<file path="src/rtl/dsi_pattern_feeder.sv">
// Test-pattern pixel source for the DSI core pixel FIFO.
// Frames are started by the core's next-frame/vsync handshake and throttled by almost-full.
module dsi_pattern_feeder #(
  parameter int g_pixels_per_clock = 1,
  parameter int g_dim_bits         = 12
) (
  input  logic                            clk_sys_i,
  input  logic                            rst_i,
  input  logic                            enable_i,
  input  logic [g_dim_bits-1:0]           h_size_i,
  input  logic [g_dim_bits-1:0]           v_size_i,
  input  logic [1:0]                      pattern_i,
  input  logic [23:0]                     solid_rgb_i,
  input  logic                            pix_next_frame_i,
  input  logic                            pix_almost_full_i,
  output logic                            pix_vsync_o,
  output logic [24*g_pixels_per_clock-1:0] pix_o,
  output logic                            pix_wr_o,
  output logic                            busy_o,
  output logic                            cfg_err_o,
  output logic [15:0]                     frame_count_o
);

  localparam int PPC = g_pixels_per_clock;
  localparam int DW  = g_dim_bits;
  localparam logic [DW-1:0] PPC_W = DW'(PPC);

  localparam logic [1:0] S_IDLE    = 2'd0;
  localparam logic [1:0] S_WAIT_NF = 2'd1;
  localparam logic [1:0] S_VSYNC   = 2'd2;
  localparam logic [1:0] S_STREAM  = 2'd3;

  logic [1:0]    state_q;
  logic [DW-1:0] h_q;
  logic [DW-1:0] v_q;
  logic [1:0]    pat_q;
  logic [23:0]   solid_q;
  logic [DW-1:0] thr_q [7];
  logic [DW-1:0] x_q;
  logic [DW-1:0] y_q;

  logic          cfg_bad;
  logic [DW-1:0] step;
  logic          x_end;
  logic          y_end;
  logic [24*PPC-1:0] pix_d;

  assign cfg_bad = (h_size_i == '0) || (v_size_i == '0) ||
                   ((h_size_i % PPC_W) != '0);
  assign step  = h_size_i >> 3;
  assign x_end = (x_q == h_q - PPC_W);
  assign y_end = (y_q == v_q - DW'(1));

  function automatic logic [23:0] bar_rgb(input logic [2:0] i);
    logic [23:0] c;
    c = 24'h000000;
    unique case (i)
      3'd0: c = 24'hFFFFFF;
      3'd1: c = 24'hFFFF00;
      3'd2: c = 24'h00FFFF;
      3'd3: c = 24'h00FF00;
      3'd4: c = 24'hFF00FF;
      3'd5: c = 24'hFF0000;
      3'd6: c = 24'h0000FF;
      3'd7: c = 24'h000000;
    endcase
    return c;
  endfunction

  // One pattern generator per pixel lane; lane k draws column x+k.
  for (genvar k = 0; k < PPC; k++) begin : g_lane
    logic [DW-1:0] px;
    logic [DW-1:0] sum;
    logic [2:0]    bar;
    logic [23:0]   rgb;

    assign px  = x_q + DW'(k);
    assign sum = px + y_q;

    always_comb begin
      bar = '0;
      for (int j = 0; j < 7; j++)
        if (px >= thr_q[j]) bar = bar + 3'd1;
    end

    always_comb begin
      rgb = 24'h000000;
      unique case (1'b1)
        pat_q == 2'd0: rgb = solid_q;
        pat_q == 2'd1: rgb = bar_rgb(bar);
        pat_q == 2'd2: rgb = {px[7:0], y_q[7:0], sum[7:0]};
        pat_q == 2'd3: rgb = (px[3] ^ y_q[3]) ? 24'hFFFFFF : 24'h000000;
      endcase
    end

    assign pix_d[24*k +: 24] = rgb;
  end

  always_ff @(posedge clk_sys_i or posedge rst_i) begin
    if (rst_i) begin
      state_q       <= S_IDLE;
      h_q           <= '0;
      v_q           <= '0;
      pat_q         <= '0;
      solid_q       <= '0;
      x_q           <= '0;
      y_q           <= '0;
      pix_vsync_o   <= 1'b0;
      pix_o         <= '0;
      pix_wr_o      <= 1'b0;
      busy_o        <= 1'b0;
      cfg_err_o     <= 1'b0;
      frame_count_o <= '0;
      for (int j = 0; j < 7; j++) thr_q[j] <= '0;
    end else begin
      pix_wr_o <= 1'b0;
      unique case (state_q)
        S_IDLE: begin
          if (enable_i) state_q <= S_WAIT_NF;
        end
        S_WAIT_NF: begin
          if (!enable_i) begin
            state_q <= S_IDLE;
          end else if (pix_next_frame_i) begin
            h_q       <= h_size_i;
            v_q       <= v_size_i;
            pat_q     <= pattern_i;
            solid_q   <= solid_rgb_i;
            cfg_err_o <= cfg_bad;
            for (int j = 0; j < 7; j++) thr_q[j] <= DW'(j + 1) * step;
            if (!cfg_bad) begin
              state_q     <= S_VSYNC;
              pix_vsync_o <= 1'b1;
              busy_o      <= 1'b1;
            end
          end
        end
        // Level held until the core has seen it in its slower clock.
        S_VSYNC: begin
          if (!pix_next_frame_i) begin
            pix_vsync_o <= 1'b0;
            x_q         <= '0;
            y_q         <= '0;
            state_q     <= S_STREAM;
          end
        end
        S_STREAM: begin
          if (!pix_almost_full_i) begin
            pix_o    <= pix_d;
            pix_wr_o <= 1'b1;
            if (x_end) begin
              x_q <= '0;
              if (y_end) begin
                y_q           <= '0;
                frame_count_o <= frame_count_o + 16'd1;
                busy_o        <= 1'b0;
                state_q       <= S_WAIT_NF;
              end else begin
                y_q <= y_q + DW'(1);
              end
            end else begin
              x_q <= x_q + PPC_W;
            end
          end
        end
        default: state_q <= S_IDLE;
      endcase
    end
  end

endmodule

</file>
<file path="config.mk">
export PLATFORM = sky130hd
export DESIGN_NAME = dsi_pattern_feeder
export DESIGN_NICKNAME = d
export VERILOG_FILES = /design/src/rtl/dsi_pattern_feeder.sv
export SDC_FILE = /design/constraint.sdc
export NUM_CORES = 1
export LEC_CHECK = 0
export ABC_AREA = 1
export ABC_CLOCK_PERIOD_IN_PS = 4600
export CAP_MARGIN = 10
export CORE_UTILIZATION = 59
export DETAILED_ROUTE_END_ITERATION = 12
export DONT_BUFFER_PORTS = 1
export GPL_ROUTABILITY_DRIVEN = 0
export HOLD_SLACK_MARGIN = 0.03
export PLACE_DENSITY = 0.78
export SYNTH_ARGS = -nofsm -noshare
export SYNTH_HDL_FRONTEND = slang
export SYNTH_SLANG_ARGS = --single-unit
</file>
<file path="constraint.sdc">
create_clock -name clk_sys_i -period 4.6 [get_ports clk_sys_i]
set_clock_uncertainty 0.05 [all_clocks]
set_input_delay 0.92 -clock clk_sys_i [delete_from_list [all_inputs] [get_ports clk_sys_i]]
set_output_delay 0.92 -clock clk_sys_i [all_outputs]
set_load 0.1 [all_outputs]
</file>
==> impl_metrics.yaml, run 1 <==
placed_design:
  place_area_um2: 12100
  hpwl_um: 20600
  portBuffers: 0
sta:
  post-route-period-util_pct: 103
  setup-tns-final_ns: -1.32
  tightest_slew_ns: 1.01
  relSlewSlack_pct: 32.5
  period_needed_ns: 4.75
  maxSlewViolCount: 0
  rsz0062_at_grt: "yes"
  setup_ws_ns: -0.153
  final-hold-violation-count: 0
  max_freq_ghz: 0.210
  finalSetupViolCount: 16
worst_setup_path:
  cp-start-kind: "flip-flop"
  reg2reg_from: "h_q[3]$_DFFE_PP0P_"
  critPathKind: "reg -> reg"
  end_kind: "flip-flop"
  critPathLaunch: "h_q[3]$_DFFE_PP0P_"
  required_ns: 4.93
  cp_slowest_cell: "dfrtp_1"
  crit_arrival_ns: 5.08
  critPathMaxStageDelay_ns: 0.42
  crit_path_frequent_cell: "nand2_1"
  cpLargestDelayFamily: "simple AND/OR/NAND/NOR gates"
  crit_buf_inv: 4
  reg2reg_setup_slack_ns: -0.15
  worstPathMaxFanout: 8
clocking:
  htreeDepth: 4
  cts_tree: "built"
  clkTransAtPathRegs_ns: 0.07
  clock-sinks: 150
  clockBufferDepth: 2
  root_buffer: "clkbuf_16"
  cts_buffers: 17
  insertion_delay_ns: 0.44
power:
  power_density_nw_per_um2: 566
  leakagePower_nw: 6.71
  ir_drop_mv: 0.458
global_route:
  grt_first_pass_wirelength_um: 47400
  grt-ovfl-total: 0
  grt_max_degree: 151
  grtUsageTotal_pct: 29.7
  grt_antenna_before_repair: 0
  grt_pass1_vias: 9585
run_status:
  outcome: "complete, but fails checks"
  violations: "setup timing"
detailed_routing:
  top_layer: "met4"
  drt-pass1-iter-count: 7
  route.met3.wl_um: 1830
  wl_met1_um: 13200
  drt_iter0_drc: 753
  avgRoutedWirePerCell_um: 15.7
  via_count: 10100
  route.met2.wl_um: 13200
  ant_nets: 0
  via_per_inst: 5.48
  wl_um: 28900
  drc: 0
logic_synthesis:
  netlist_area_um2: 11600
  yosysMostFrequentCell: "nand2_1"
  syn_avg_cell_area_um2: 7.53
  yosys_register_bits: 150
  synth_top_area_cell: "dfrtp_1"
  async_reset_ff_share_pct: 100
  seq_area_frac_synth_pct: 32.4
  synth_flop_cell: "dfrtp_1"
  ys_top_cells_by_count: "408 x nand2_1, 204 x inv_1, 150 x dfrtp_1"
  syn-instance-count: 1537
  synth_top_area_share_pct: 32.4
  synthesis.nets: 1732
  yosysWarnings: 0
  synth_area_leaders: "dfrtp_1 32%, ha_1 14%, nand2_1 13%"
  synth.distinct_cells: 48
  synth_enable_flop_cells: 0
layout:
  antenna_cells: 0
  drive_gt1_share_pct: 13.3
  nets: 1763
  stdcell_area_um2: 13000
  syn2layout_area_growth_pct: 11.9
  fillers: 1504
flow_run:
  maxCapViolCount: 0
min_path:
  hp-start: "solid_q[8]$_DFFE_PP0P_"
  hp-class: "reg -> reg"
die:
  ios: 99
  die_w_um: 142
  dieArea_um2: 20200
  std_cell_rows: 50
  core_um2: 19000
  start_util_pct: 61.1
  die_y_um: 142
==> state kept, by name, indices dropped and copies added (netlist names) <==
register,flops
v_q,12
state_q,2
h_q,12
pat_q,2
thr_q,30
pix_o,24
y_q,12
busy_o,1
solid_q,24
cfg_err_o,1
frame_count_o,16
x_q,12
pix_wr_o,1
pix_vsync_o,1
==> final cells by class <==
type / instances / area (um^2) / share of cell area, %
clock inverters: 15 / 205 / 1.58
multi-input cells: 1137 / 7030 / 54.3
repair buffers: 48 / 397 / 3.06
inverters: 214 / 820 / 6.33
well taps: 260 / 325 / 2.51
flip-flops and latches: 150 / 3750 / 29.0
clock buffers: 17 / 425 / 3.28
==> cell families after synthesis <==
group | after synthesis | synth area share (%)
fa+ha+maj | 140 | 15.9
buf+inv | 250 | 8.64
xor+xnor | 64 | 4.84
compound gates | 229 | 11.0
simple gates | 704 | 27.2
flops | 150 | 32.4
==> worst register-to-register path: cells and delay by family (launching register included) <==
kind	cells	cell delay, ns
AO/OA/AOI/OAI	5	0.71
adder cells (fa/ha/maj)	5	1.11
buffers and inverters	4	0.23
flip-flops	1	0.42
AND/OR/NAND/NOR	24	2.13
==> report_power, final <==
| group | internal, mW | switching [mW] | total, mW |
|---|---|---|---|
| combinational | 1.12 | 1.90 | 3.03 |
| clock | 0.833 | 0.671 | 1.50 |
| sequential | 1.75 | 1.05 | 2.80 |
| total | 3.71 | 3.63 | 7.33 |
==> metrics by stage <==
step                      hold slack (ns)  cells  setup WS, ns  util (%)  power (mW)
final                               0.436   1841        -0.153      68.3        7.33
after global routing                0.456   1841        -0.419      68.3        7.86
after CTS                           0.441   1841       -0.0152      67.9        7.25
after detailed placement            0.420   1800        -0.243      63.7        5.62
after global placement              0.420   1800        -0.122      63.7        5.51
after floorplan                     0.400   1537        0.0216         -        4.89
==> what timing repair did <==
action | in CTS | in global routing
gates resized for setup | 23 | 24
buffers inserted | 9 | 1
hold buffers | 0 | 0
pin swaps | 26 | 25
setup endpoints to repair | 16 | 16
==> cells in the final DEF, fill, tap and decap left out, types with 4 or more instances in the layout <==
master	instances
inv_1	198
dfrtp_1	150
nor4_1	12
nand2_4	11
fa_1	12
o21ai_2	17
xor2_1	48
nand2_1	388
o21ai_1	8
nor2_1	109
o21a_1	5
ha_4	5
nand4_1	18
o21ai_0	100
o22ai_1	5
nand3_1	56
inv_6	7
clkbuf_16	17
buf_4	43
nor3_1	27
nand2_2	36
clkinv_8	4
a21oi_1	78
nand3_4	4
ha_1	123
nor3b_2	5
nor2_2	10
inv_2	10
a21oi_2	4
xnor2_1	16
nand3_2	11
==> worst paths after layout <==
check / end / cells after the start
max: pix_o[11]$_DFFE_PP0P_ / 38
min: solid_q[8]$_DFFE_PP0P_ / 2
max reg2reg: pix_o[11]$_DFFE_PP0P_ / 38
min reg2reg: solid_q[8]$_DFFE_PP0P_ / 2
max in group asynchronous: thr_q[10]$_DFFE_PP0P_ / 2
min in group asynchronous: v_q[10]$_DFFE_PP0P_ / 2
==> routing by layer <==
metal  GRT usage [%]  up-vias
met1            41.8     4705
li1                -     5003
met5               0        -
met2            46.6      339
met4            9.11        0
met3            5.32       48
(Power assumes the default switching activity.)
==> inputs of run 2 (changes only) <==
--- a/config.mk
+++ b/config.mk
@@ -8,12 +8,14 @@
 export ABC_AREA = 1
 export ABC_CLOCK_PERIOD_IN_PS = 4600
 export CAP_MARGIN = 10
+export CORE_MARGIN = 2
 export CORE_UTILIZATION = 59
 export DETAILED_ROUTE_END_ITERATION = 12
 export DONT_BUFFER_PORTS = 1
 export GPL_ROUTABILITY_DRIVEN = 0
 export HOLD_SLACK_MARGIN = 0.03
-export PLACE_DENSITY = 0.78
+export PLACE_DENSITY = 0.75
+export REMOVE_ABC_BUFFERS = 1
 export SYNTH_ARGS = -nofsm -noshare
 export SYNTH_HDL_FRONTEND = slang
 export SYNTH_SLANG_ARGS = --single-unit
==> impl_metrics.yaml, run 2 (synthesis results as in run 1) <==
clocking:
  cts_tree: "built"
  htreeDepth: 4
  clock-sinks: 150
  cts_hold_buf: 0
  root_buffer: "clkbuf_16"
  clkTransAtPathRegs_ns: 0.07
  insertion_delay_ns: 0.44
  cts_buffers: 17
  clockBufferDepth: 2
detailed_routing:
  wl_um: 28300
  avgRoutedWirePerCell_um: 15.2
  via_per_inst: 5.43
  drt-pass1-iter-count: 5
  drc: 0
  ant_nets: 0
  via_count: 10100
  drt_iter0_drc: 605
sta:
  tightest_slew_ns: 1.02
  rsz0062_at_grt: "yes"
  finalSetupViolCount: 16
  maxSlewViolCount: 0
  relSlewSlack_pct: 32.0
  setup_ws_ns: -0.0746
  max_freq_ghz: 0.214
  final-hold-violation-count: 0
  post-route-period-util_pct: 102
  period_needed_ns: 4.67
min_path:
  holdPathStages: 2
  hold_end: "thr_q[3]$_DFFE_PP0P_"
  hp-class: "reg -> reg"
  hp-start: "thr_q[3]$_DFFE_PP0P_"
global_route:
  grtUsageTotal_pct: 27.9
  grt_first_pass_wirelength_um: 45900
  grt_pass1_vias: 9586
  grt_max_degree: 110
  grt_antenna_before_repair: 0
  grt-ovfl-total: 0
placed_design:
  dp_slack_ns: -0.498
  hpwl_um: 21000
  portBuffers: 0
die:
  std_cell_rows: 51
  ios: 99
  core_um2: 19300
  dieArea_um2: 20800
  die_y_um: 144
  die_w_um: 144
  start_util_pct: 59.9
worst_setup_path:
  worstPathMaxFanout: 8
  reg2reg_from: "x_q[0]$_DFFE_PP0P_"
  r2r_cells: 39
  required_ns: 4.92
  crit_arrival_ns: 4.99
  critPathMaxStageDelay_ns: 0.40
  end_kind: "flip-flop"
  crit_path_frequent_cell: "nand2_1"
  timing.rr.end: "pix_o[14]$_DFFE_PP0P_"
  critPathKind: "reg -> reg"
  cp-start-kind: "flip-flop"
  reg2reg_setup_slack_ns: -0.07
  cp_slowest_cell: "dfrtp_1"
power:
  leakagePower_nw: 6.71
  total_power_mw: 7.18
  power_density_nw_per_um2: 558
  ir_drop_mv: 0.420
layout:
  syn2layout_area_growth_pct: 11.2
  nets: 1772
  mostFrequentLayoutCell: "nand2_1"
  antenna_cells: 0
  reg_top3: "thr_q x30, pix_o x24, solid_q x24"
  multi_input_area_um2: 6960
  drive_gt1_share_pct: 13.3
  largest_reg_flops: 30
  regArea_um2: 3750
  final_cell_mix: "395 x nand2_1, 198 x inv_1, 150 x dfrtp_1"
  regMostFlops: "thr_q"
  fillers: 1625
flow_run:
  maxCapViolCount: 0
run_status:
  outcome: "complete, but fails checks"
  violations: "setup timing"
run 2: cell count changes in the layout (fill, tap and decap cells not counted), moves of 3 or more:
cell,previous run,this run
inv_8,1,8
buf_4,43,56
inv_4,3,0
nand2_1,388,395
nand2_4,11,6
run 2: final cells by class:
| class | instances | share of cell area [%] |
|---|---|---|
| repair buffers | 57 | 3.35 |
| clock buffers | 17 | 3.30 |
| well taps | 265 | 2.57 |
| inverters | 214 | 6.32 |
| multi-input cells | 1137 | 54.0 |
| flip-flops and latches | 150 | 29.1 |
| clock inverters | 15 | 1.29 |
run 2: worst max-delay path by stage:
stage                     slack, ns                    end                from
final                         -0.07  pix_o[14]$_DFFE_PP0P_  x_q[0]$_DFFE_PP0P_
after global placement        -0.33  pix_o[19]$_DFFE_PP0P_  h_q[3]$_DFFE_PP0P_
after detailed placement      -0.50  pix_o[13]$_DFFE_PP0P_  x_q[0]$_DFFE_PP0P_
after global routing          -0.36  pix_o[14]$_DFFE_PP0P_  x_q[0]$_DFFE_PP0P_
after CTS                     -0.01   pix_o[9]$_DFFE_PP0P_  x_q[0]$_DFFE_PP0P_
after floorplan               -0.41     busy_o$_DFFE_PP0P_               rst_i
run 2: power breakdown:
group          switching, mW  internal, mW  leakage (nW)
sequential              1.04          1.75          1.87
combinational           1.85          1.11          4.55
clock                  0.688         0.737         0.294
total                   3.58          3.60          6.71
run 2: timing repair:
action,CTS,global route
endpoints found under the setup margin,16,16
pin swaps,25,28
buffers inserted,5,2
resized for setup,24,13
run 2: per-layer routing:
| layer | GRT usage [%] | wire length [um] | vias up | part of all wire [%] |
|---|---|---|---|---|
| li1 | - | - | 5032 | - |
| met1 | 36.8 | 12600 | 4724 | 45 |
| met2 | 45.6 | 13200 | 269 | 47 |
| met3 | 5.99 | 1760 | 46 | 6.2 |
| met4 | 9.55 | 674 | 0 | 2.4 |
| met5 | 0 | 0 | - | 0 |
run 2: per-stage QoR:
step	setup TNS, ns	util, %	instances	hold WS, ns	area (um^2)
after global routing	-4.95	66.6	1855	0.468	12900
after floorplan	-64.43	-	1501	0.400	11400
final	-0.568	66.6	1855	0.437	12900
after global placement	-5.23	62.6	1816	0.417	12100
after detailed placement	-7.55	62.6	1816	0.425	12100
after CTS	-0.00986	66.3	1853	0.443	12800
run 2: critical path: cells and delay by family, from the launching register on:
kind            cells  cell delay (ns)
buf+inv             5             0.40
flops               1             0.40
fa+ha+maj           5             1.04
simple gates       24             1.98
compound gates      5             0.72
